[config.mk]
export PLATFORM = sky130hd
export DESIGN_NAME = mxint_dequant_serializer
export DESIGN_NICKNAME = d
export VERILOG_FILES = /design/src/rtl/mxint_dequant_serializer.sv
export SDC_FILE = /design/constraint.sdc
export NUM_CORES = 1
export LEC_CHECK = 0
export ABC_AREA = 1
export CELL_PAD_IN_SITES_DETAIL_PLACEMENT = 2
export CELL_PAD_IN_SITES_GLOBAL_PLACEMENT = 2
export CORE_UTILIZATION = 33
export CTS_BUF_LIST = sky130_fd_sc_hd__clkbuf_8
export CTS_CLUSTER_SIZE = 30
export DETAILED_ROUTE_END_ITERATION = 7
export PLACE_DENSITY_LB_ADDON = 0.1
export SETUP_SLACK_MARGIN = 0.3
export SKIP_CTS_REPAIR_TIMING = 1
export SLEW_MARGIN = 20
export SYNTH_ARGS = -nofsm -noshare
export SYNTH_HDL_FRONTEND = slang
export SYNTH_SLANG_ARGS = --single-unit
[constraint.sdc]
create_clock -name clk -period 7.74 [get_ports clk]
set_input_delay 1.161 -clock clk [delete_from_list [all_inputs] [get_ports clk]]
set_output_delay 1.161 -clock clk [all_outputs]
set_load 0.01 [all_outputs]
[src/rtl/mxint_dequant_serializer.sv]
// MxInt block dequantizer: latches one block (mantissas + shared exponent) and
// streams the elements out one per handshake as saturated signed fixed-point.
module mxint_dequant_serializer #(
    parameter int unsigned MAN_WIDTH  = 8,
    parameter int unsigned EXP_WIDTH  = 4,
    parameter int unsigned BLOCK_SIZE = 4,
    parameter int unsigned OUT_WIDTH  = 16,
    parameter int unsigned FRAC_WIDTH = 4,
    localparam int unsigned IDX_WIDTH = (BLOCK_SIZE > 1) ? $clog2(BLOCK_SIZE) : 1
) (
    input  logic                        clk,
    input  logic                        rst,
    input  logic signed [MAN_WIDTH-1:0] mdata_in [BLOCK_SIZE-1:0],
    input  logic        [EXP_WIDTH-1:0] edata_in,
    input  logic                        data_in_valid,
    output logic                        data_in_ready,
    output logic signed [OUT_WIDTH-1:0] data_out,
    output logic        [IDX_WIDTH-1:0] data_out_index,
    output logic                        data_out_last,
    output logic                        data_out_sat,
    output logic                        data_out_valid,
    input  logic                        data_out_ready
);

    localparam int unsigned WIDE_W   = MAN_WIDTH + 2**EXP_WIDTH + FRAC_WIDTH;
    localparam int          EBIAS    = 2**(EXP_WIDTH-1);
    localparam int          SHIFT_OFF = int'(FRAC_WIDTH) - EBIAS;
    localparam logic [IDX_WIDTH-1:0]       LAST_IDX = IDX_WIDTH'(BLOCK_SIZE - 1);
    localparam logic signed [WIDE_W-1:0]   OUT_MAX  = WIDE_W'(2**(OUT_WIDTH-1) - 1);
    localparam logic signed [WIDE_W-1:0]   OUT_MIN  = WIDE_W'(-(2**(OUT_WIDTH-1)));

    typedef enum logic {IDLE, SERIAL} state_t;

    state_t                      state_q, state_d;
    logic        [IDX_WIDTH-1:0] idx_q, idx_d;
    logic                        load;
    logic signed [MAN_WIDTH-1:0] man_q [BLOCK_SIZE-1:0];
    logic        [EXP_WIDTH-1:0] exp_q;

    logic signed [WIDE_W-1:0]    wide;
    logic signed [WIDE_W-1:0]    clamped;
    logic                        sat_v;
    logic                        serial;
    logic                        is_last;

    // Shift by the unbiased exponent plus the output fraction; right shifts floor.
    function automatic logic signed [WIDE_W-1:0] dequant(
        input logic signed [MAN_WIDTH-1:0] m,
        input logic        [EXP_WIDTH-1:0] e
    );
        logic signed [WIDE_W-1:0] mw;
        logic signed [31:0]       s;
        mw = WIDE_W'(m);
        s  = $signed(32'(e)) + SHIFT_OFF;
        if (s >= 0) return mw <<< s;
        else        return mw >>> (-s);
    endfunction

    assign serial  = (state_q == SERIAL);
    assign is_last = (idx_q == LAST_IDX);

    always_ff @(posedge clk or negedge rst) begin
        if (!rst) begin
            state_q <= IDLE;
            idx_q   <= '0;
        end else begin
            state_q <= state_d;
            idx_q   <= idx_d;
        end
    end

    always_comb begin
        state_d        = state_q;
        idx_d          = idx_q;
        load           = 1'b0;
        data_in_ready  = 1'b0;
        data_out_valid = 1'b0;
        case (state_q)
            IDLE: begin
                data_in_ready = 1'b1;
                if (data_in_valid) begin
                    load    = 1'b1;
                    idx_d   = '0;
                    state_d = SERIAL;
                end
            end
            SERIAL: begin
                data_out_valid = 1'b1;
                if (data_out_ready) begin
                    if (is_last) begin
                        // Last handshake may accept the next block with no bubble.
                        data_in_ready = 1'b1;
                        idx_d         = '0;
                        if (data_in_valid) load    = 1'b1;
                        else               state_d = IDLE;
                    end else begin
                        idx_d = IDX_WIDTH'(idx_q + IDX_WIDTH'(1));
                    end
                end
            end
            default: state_d = IDLE;
        endcase
    end

    always_ff @(posedge clk or negedge rst) begin
        if (!rst) begin
            for (int i = 0; i < int'(BLOCK_SIZE); i++) man_q[i] <= '0;
            exp_q <= '0;
        end else if (load) begin
            for (int i = 0; i < int'(BLOCK_SIZE); i++) man_q[i] <= mdata_in[i];
            exp_q <= edata_in;
        end
    end

    always_comb begin
        wide    = dequant(man_q[idx_q], exp_q);
        clamped = wide;
        sat_v   = 1'b0;
        if (wide > OUT_MAX) begin
            clamped = OUT_MAX;
            sat_v   = 1'b1;
        end else if (wide < OUT_MIN) begin
            clamped = OUT_MIN;
            sat_v   = 1'b1;
        end
    end

    assign data_out       = serial ? OUT_WIDTH'(clamped) : '0;
    assign data_out_index = idx_q;
    assign data_out_last  = serial & is_last;
    assign data_out_sat   = serial & sat_v;

endmodule

==> impl_metrics.json, run 1 <==
{
  "critPathMaxFanout": 18,
  "crit_chain": "inv_2, ha_1, clkinv_1, nor2_1, nand2_1, ha_1, nor2_1, nand3_1, o21ai_2, nand3_1, nand2_1, nand2_1, nand3_1, nand3_1, nand2_1, nand2_1, a21oi_2, clkdlybuf4s50_1",
  "reg2reg_slack_ns": 5.48,
  "fin_crit_ns": 5.910,
  "period_share": 0.7636,
  "synth_flop_cell": "dfrtp_1",
  "drive_gt1_frac": 0.1765,
  "multi_input_area_mm2": 0.002051,
  "place_ws_ns": 2.164,
  "layout_commonest_cell": "nand2_1",
  "endpoint_kind": "primary output",
  "synth.cell_area_mm2": 0.003229,
  "rr_endpoint": "man_q[11]$_DFFE_PN0P_",
  "core_area_mm2": 0.009371,
  "hold_depth": 1,
  "ys_warn_count": 0,
  "worstPathRequired_ns": 6.58,
  "clock-skew-final_ns": 0.001709,
  "slew_viol_final": 0,
  "rsz0062_at_grt": "no",
  "start_util": 0.3446,
  "hp-class": "reg2reg",
  "hold_start": "man_q[7]$_DFFE_PN0P_",
  "slowest_stage": "dfrtp_1",
  "max_freq_ghz": 0.1692,
  "grt_pass1_wl_um": 17600,
  "syn_nets": 491,
  "cts_made_buffers": 5,
  "reg2regPathDepth": 6,
  "synth_edf_count": 0,
  "layout.cells.most_common_list": "nand2_1, nand3_1, clkdlybuf4s50_1, dfrtp_1, mux2_2",
  "fill_cells": 1139,
  "hold_violations": 0,
  "yosys_register_bits": 39,
  "holdPathEnd": "man_q[7]$_DFFE_PN0P_",
  "ys_seq_area_frac": 0.3022,
  "diodes": 0,
  "crit_top_cell": "nand2_1",
  "dieHeight_um": 100.9,
  "netlist_instances": 440,
  "tightest_slew_ns": 0.8832,
  "dp_hpwl_um": 8554,
  "critPathKind": "reg2out",
  "dr.pass1.iters": 4,
  "cap_viol_max_count": 0,
  "ys_types": 35,
  "max-slew-margin-rel": 0.4112,
  "gr-total-overflow": 0,
  "avgRoutedWirePerCell_um": 16.90,
  "track_usage": 0.2224,
  "io_pins": 62,
  "cts_tree": "yes",
  "antenna_found_initial": 0,
  "htree_levels": 2,
  "portBuffers": 61,
  "die_width_um": 100.9,
  "drt_iter0_drc": 59,
  "post-route-drc-count": 0,
  "insertion_delay_ns": 0.29,
  "die-area_mm2": 0.01019,
  "totalWireLength_um": 10510,
  "clkTransAtPathRegs_ns": 0.08,
  "utilization": 0.4284,
  "layout_setup_ws_ns": 1.830,
  "ant_nets": 0,
  "num_rows": 35,
  "start_kind": "register",
  "synthArstFlopShare": 1.000,
  "grt_max_degree": 41,
  "reg2reg_from": "data_out_index[0]$_DFFE_PN0P_",
  "grt_pass1_vias": 3480,
  "regArea_um2": 975.9,
  "tns_ns": 0,
  "via_per_inst": 5.119,
  "worstPathArrival_ns": 4.75,
  "syn_avg_cell_area_um2": 7.339,
  "setup_viol": 0,
  "max_stage_delay_ns": 0.73,
  "gp_routability_congestion": 0.8344,
  "final_net_count": 544,
  "vias": 3184,
  "area_growth_pct": 24.33,
  "cts-root-buf": "clkbuf_8",
  "status": "complete, no violations",
  "clock_sinks": 39,
  "clockBufferDepth": 2
}
[per-layer routing]
metal  share of wire  track usage  wire (um)
met5               0            0          0
met4           0.011      0.05017        119
met3           0.016      0.01803        171
met2            0.52       0.4152       5473
met1            0.45       0.2767       4746
[synth_stat cells, types with 6 or more instances]
| cell type | number | area [um2] |
|---|---|---|
| nor2_2 | 6 | 37.54 |
| nand3_1 | 67 | 335.3 |
| nor2_1 | 21 | 78.83 |
| o21ai_0 | 15 | 75.07 |
| a21oi_2 | 10 | 87.58 |
| a21oi_1 | 13 | 65.06 |
| inv_1 | 17 | 63.81 |
| nand3_2 | 14 | 140.1 |
| dfrtp_1 | 39 | 975.9 |
| nand2_2 | 7 | 43.79 |
| nand2_1 | 142 | 533.0 |
| clkbuf_1 | 8 | 30.03 |
| ha_1 | 10 | 125.1 |
| mux2_2 | 32 | 360.4 |
[cell families after synthesis]
family / count (synthesis) / synth area share
and+or+nand+nor: 266 / 0.3820
AOI/OAI and AO/OA: 49 / 0.09376
buffers and inverters: 42 / 0.06277
DFF: 39 / 0.3022
muxes: 32 / 0.1116
adders and majority gates: 11 / 0.04494
xor gates and xnor gates: 1 / 0.002713
[cell type report]
| class | count | share of cell area |
|---|---|---|
| Tap cell | 129 | 0.04020 |
| Inverter | 26 | 0.02680 |
| Multi-Input combinational cell | 359 | 0.5108 |
| Clock buffer | 5 | 0.01714 |
| Sequential cell | 39 | 0.2431 |
| Clock inverter | 2 | 0.009349 |
| Timing Repair Buffer | 62 | 0.1527 |
[stage by stage]
stage	instances	hold WS [ns]	instance area, um2
floorplan	440	0.4793	3229
global placement	615	0.4879	3909
detailed placement	615	0.4975	3909
CTS	622	0.5159	4015
global route	622	0.5255	4015
finish	622	0.5107	4015
[worst max path at each step]
stage | startpoint | end | cells past startpoint
final | exp_q[2]$_DFFE_PN0P_ | data_out[1] | 18
after global routing | exp_q[2]$_DFFE_PN0P_ | data_out[2] | 18
after CTS | exp_q[2]$_DFFE_PN0P_ | data_out[1] | 18
after global placement | exp_q[2]$_DFFE_PN0P_ | data_out[4] | 17
after detailed placement | exp_q[2]$_DFFE_PN0P_ | data_out[1] | 18
after floorplan | exp_q[2]$_DFFE_PN0P_ | data_out[2] | 17
[sequential cells by signal (all words and copies together) (netlist names)]
register,count
exp_q,4
data_out_index,2
serial,1
man_q,32
[worst max-delay path, delay by kind of cell, from the launching register on]
family	cells	cell delay, ns
AOI/OAI and AO/OA	2	0.49
adders and majority gates	2	0.73
DFF	1	0.73
buffers and inverters	3	1.24
and+or+nand+nor	11	1.26
Power of run 1 is left out: the tool's default activity adds up to more than one toggle a clock period on the data nets, which glitch-free logic cannot reach.
==> run 2, diff against run 1 <==
CORE_UTILIZATION = 30   (was 33)
clock period = 5.95 ns   (was 7.74 ns; I/O delays follow)
==> impl_metrics.json, run 2 (synthesis results as in run 1) <==
{
  "layout.cells.most_common_list": "nand2_1, nand3_1, clkdlybuf4s50_1, dfrtp_1, mux2_2",
  "startpoint": "exp_q[2]$_DFFE_PN0P_",
  "die-area_mm2": 0.01118,
  "start_kind": "register",
  "io_pins": 62,
  "ant_nets": 0,
  "layout_commonest_cell": "nand2_1",
  "cap_viol_max_count": 0,
  "totalWireLength_um": 10490,
  "final_net_count": 545,
  "grt_pass1_vias": 3455,
  "largest-register": "man_q",
  "cts-root-buf": "clkbuf_8",
  "vias": 3175,
  "crit_chain": "inv_2, ha_1, clkinv_1, buf_4, nor2_1, nand2_1, ha_1, nor2_1, nand3_1, o21ai_2, nand3_1, nand3_1, nand3_1, nand2_1, nand2_1, nand2_1, nand2_1, a21oi_2, clkdlybuf4s50_1",
  "drive_gt1_frac": 0.1818,
  "critPathMaxFanout": 18,
  "max_stage_delay_ns": 0.56,
  "grt_max_degree": 41,
  "worstPathArrival_ns": 4.21,
  "fin_crit_ns": 5.099,
  "hold_violations": 0,
  "reg2reg_slack_ns": 3.63,
  "tightest_slew_ns": 0.9027,
  "setup_viol": 0,
  "dr.pass1.iters": 4,
  "post-route-drc-count": 0,
  "insertion_delay_ns": 0.30,
  "gr-total-overflow": 0,
  "grt_pass1_wl_um": 17750,
  "start_util": 0.3114,
  "hold_depth": 1,
  "tns_ns": 0,
  "largest_register_ffs": 32,
  "clock-skew-final_ns": 0.005960,
  "num_rows": 37,
  "reg2reg_from": "data_out_index[0]$_DFFE_PN0P_",
  "crit_top_cell": "nand2_1",
  "critPathKind": "reg2out",
  "max-slew-margin-rel": 0.3982,
  "worstPathRequired_ns": 5.06,
  "hp-class": "reg2reg",
  "htree_levels": 2,
  "antenna_found_initial": 0,
  "track_usage": 0.2001,
  "clkTransAtPathRegs_ns": 0.08,
  "portBuffers": 61,
  "cts_made_buffers": 5,
  "endpoint_kind": "primary output",
  "status": "complete, no violations",
  "slowest_stage": "dfrtp_2",
  "cts_tree": "yes",
  "gp_routability_congestion": 0.8396,
  "diodes": 0,
  "clockBufferDepth": 2,
  "holdPathEnd": "man_q[2]$_DFFE_PN0P_",
  "dieHeight_um": 105.8,
  "utilization": 0.3900,
  "drt_iter0_drc": 59,
  "clock_sinks": 39,
  "avgRoutedWirePerCell_um": 16.62,
  "slew_viol_final": 0,
  "via_per_inst": 5.032,
  "dp_hpwl_um": 8495,
  "core_area_mm2": 0.01037,
  "die_width_um": 105.8,
  "reg2regPathDepth": 6,
  "rsz0062_at_grt": "no",
  "period_share": 0.8570,
  "rr_endpoint": "man_q[16]$_DFFE_PN0P_",
  "hold_start": "man_q[2]$_DFFE_PN0P_",
  "area_growth_pct": 25.22,
  "max_freq_ghz": 0.1961
}
run 2: cell count changes in the layout (fill, tap and decap cells not counted), sizes merged:
| cell | previous run | this run |
|---|---|---|
| clkinvlp | 1 | 0 |
| clkbuf | 5 | 6 |
| buf | 2 | 3 |
| clkinv | 3 | 4 |
run 2: cell type report:
class                      instances  area [um2]
fill                            1264        6326
clock inverter                     2       35.03
sequential                        39       977.2
tap                              136       170.2
multi-input combinational        359        2051
inverter                          26       107.6
timing repair buffer              63       620.6
clock buffer                       6       82.58
run 2: worst max-delay path by stage:
| stage | cells after the start | endpoint |
|---|---|---|
| 3_3_place_gp | 18 | data_out[4] |
| 5_1_grt | 17 | data_out[4] |
| 6_report | 19 | data_out[2] |
| 2_1_floorplan | 17 | data_out[2] |
| 4_1_cts | 18 | data_out[4] |
| 3_5_place_dp | 18 | data_out[4] |
run 2: metrics by stage:
| step | cells | worst slack [ns] | hold WS [ns] | cell area (um2) |
|---|---|---|---|---|
| global route | 631 | 0.3871 | 0.5270 | 4044 |
| global placement | 623 | 1.005 | 0.4874 | 3925 |
| detailed placement | 623 | 0.9284 | 0.4937 | 3925 |
| finish | 631 | 0.8507 | 0.5091 | 4044 |
| CTS | 631 | 0.5844 | 0.5132 | 4043 |
| floorplan | 440 | 2.222 | 0.4793 | 3229 |
run 2: worst max-delay path, delay by kind of cell, from the launching register on:
family / cells / cell delay [ns]
fa+ha+maj: 2 / 0.70
compound gates: 2 / 0.51
flops: 1 / 0.56
simple gates: 11 / 1.08
buf+inv: 4 / 1.05
run 2: metal layers:
| metal | global-route usage | up-vias | part of all wire |
|---|---|---|---|
| li1 | - | 1587 | - |
| met1 | 0.2562 | 1538 | 0.47 |
| met2 | 0.3637 | 44 | 0.51 |
| met3 | 0.01546 | 6 | 0.015 |
| met4 | 0.04464 | 0 | 0.0097 |
| met5 | 0 | - | 0 |
Power of run 2 is left out for the same reason.
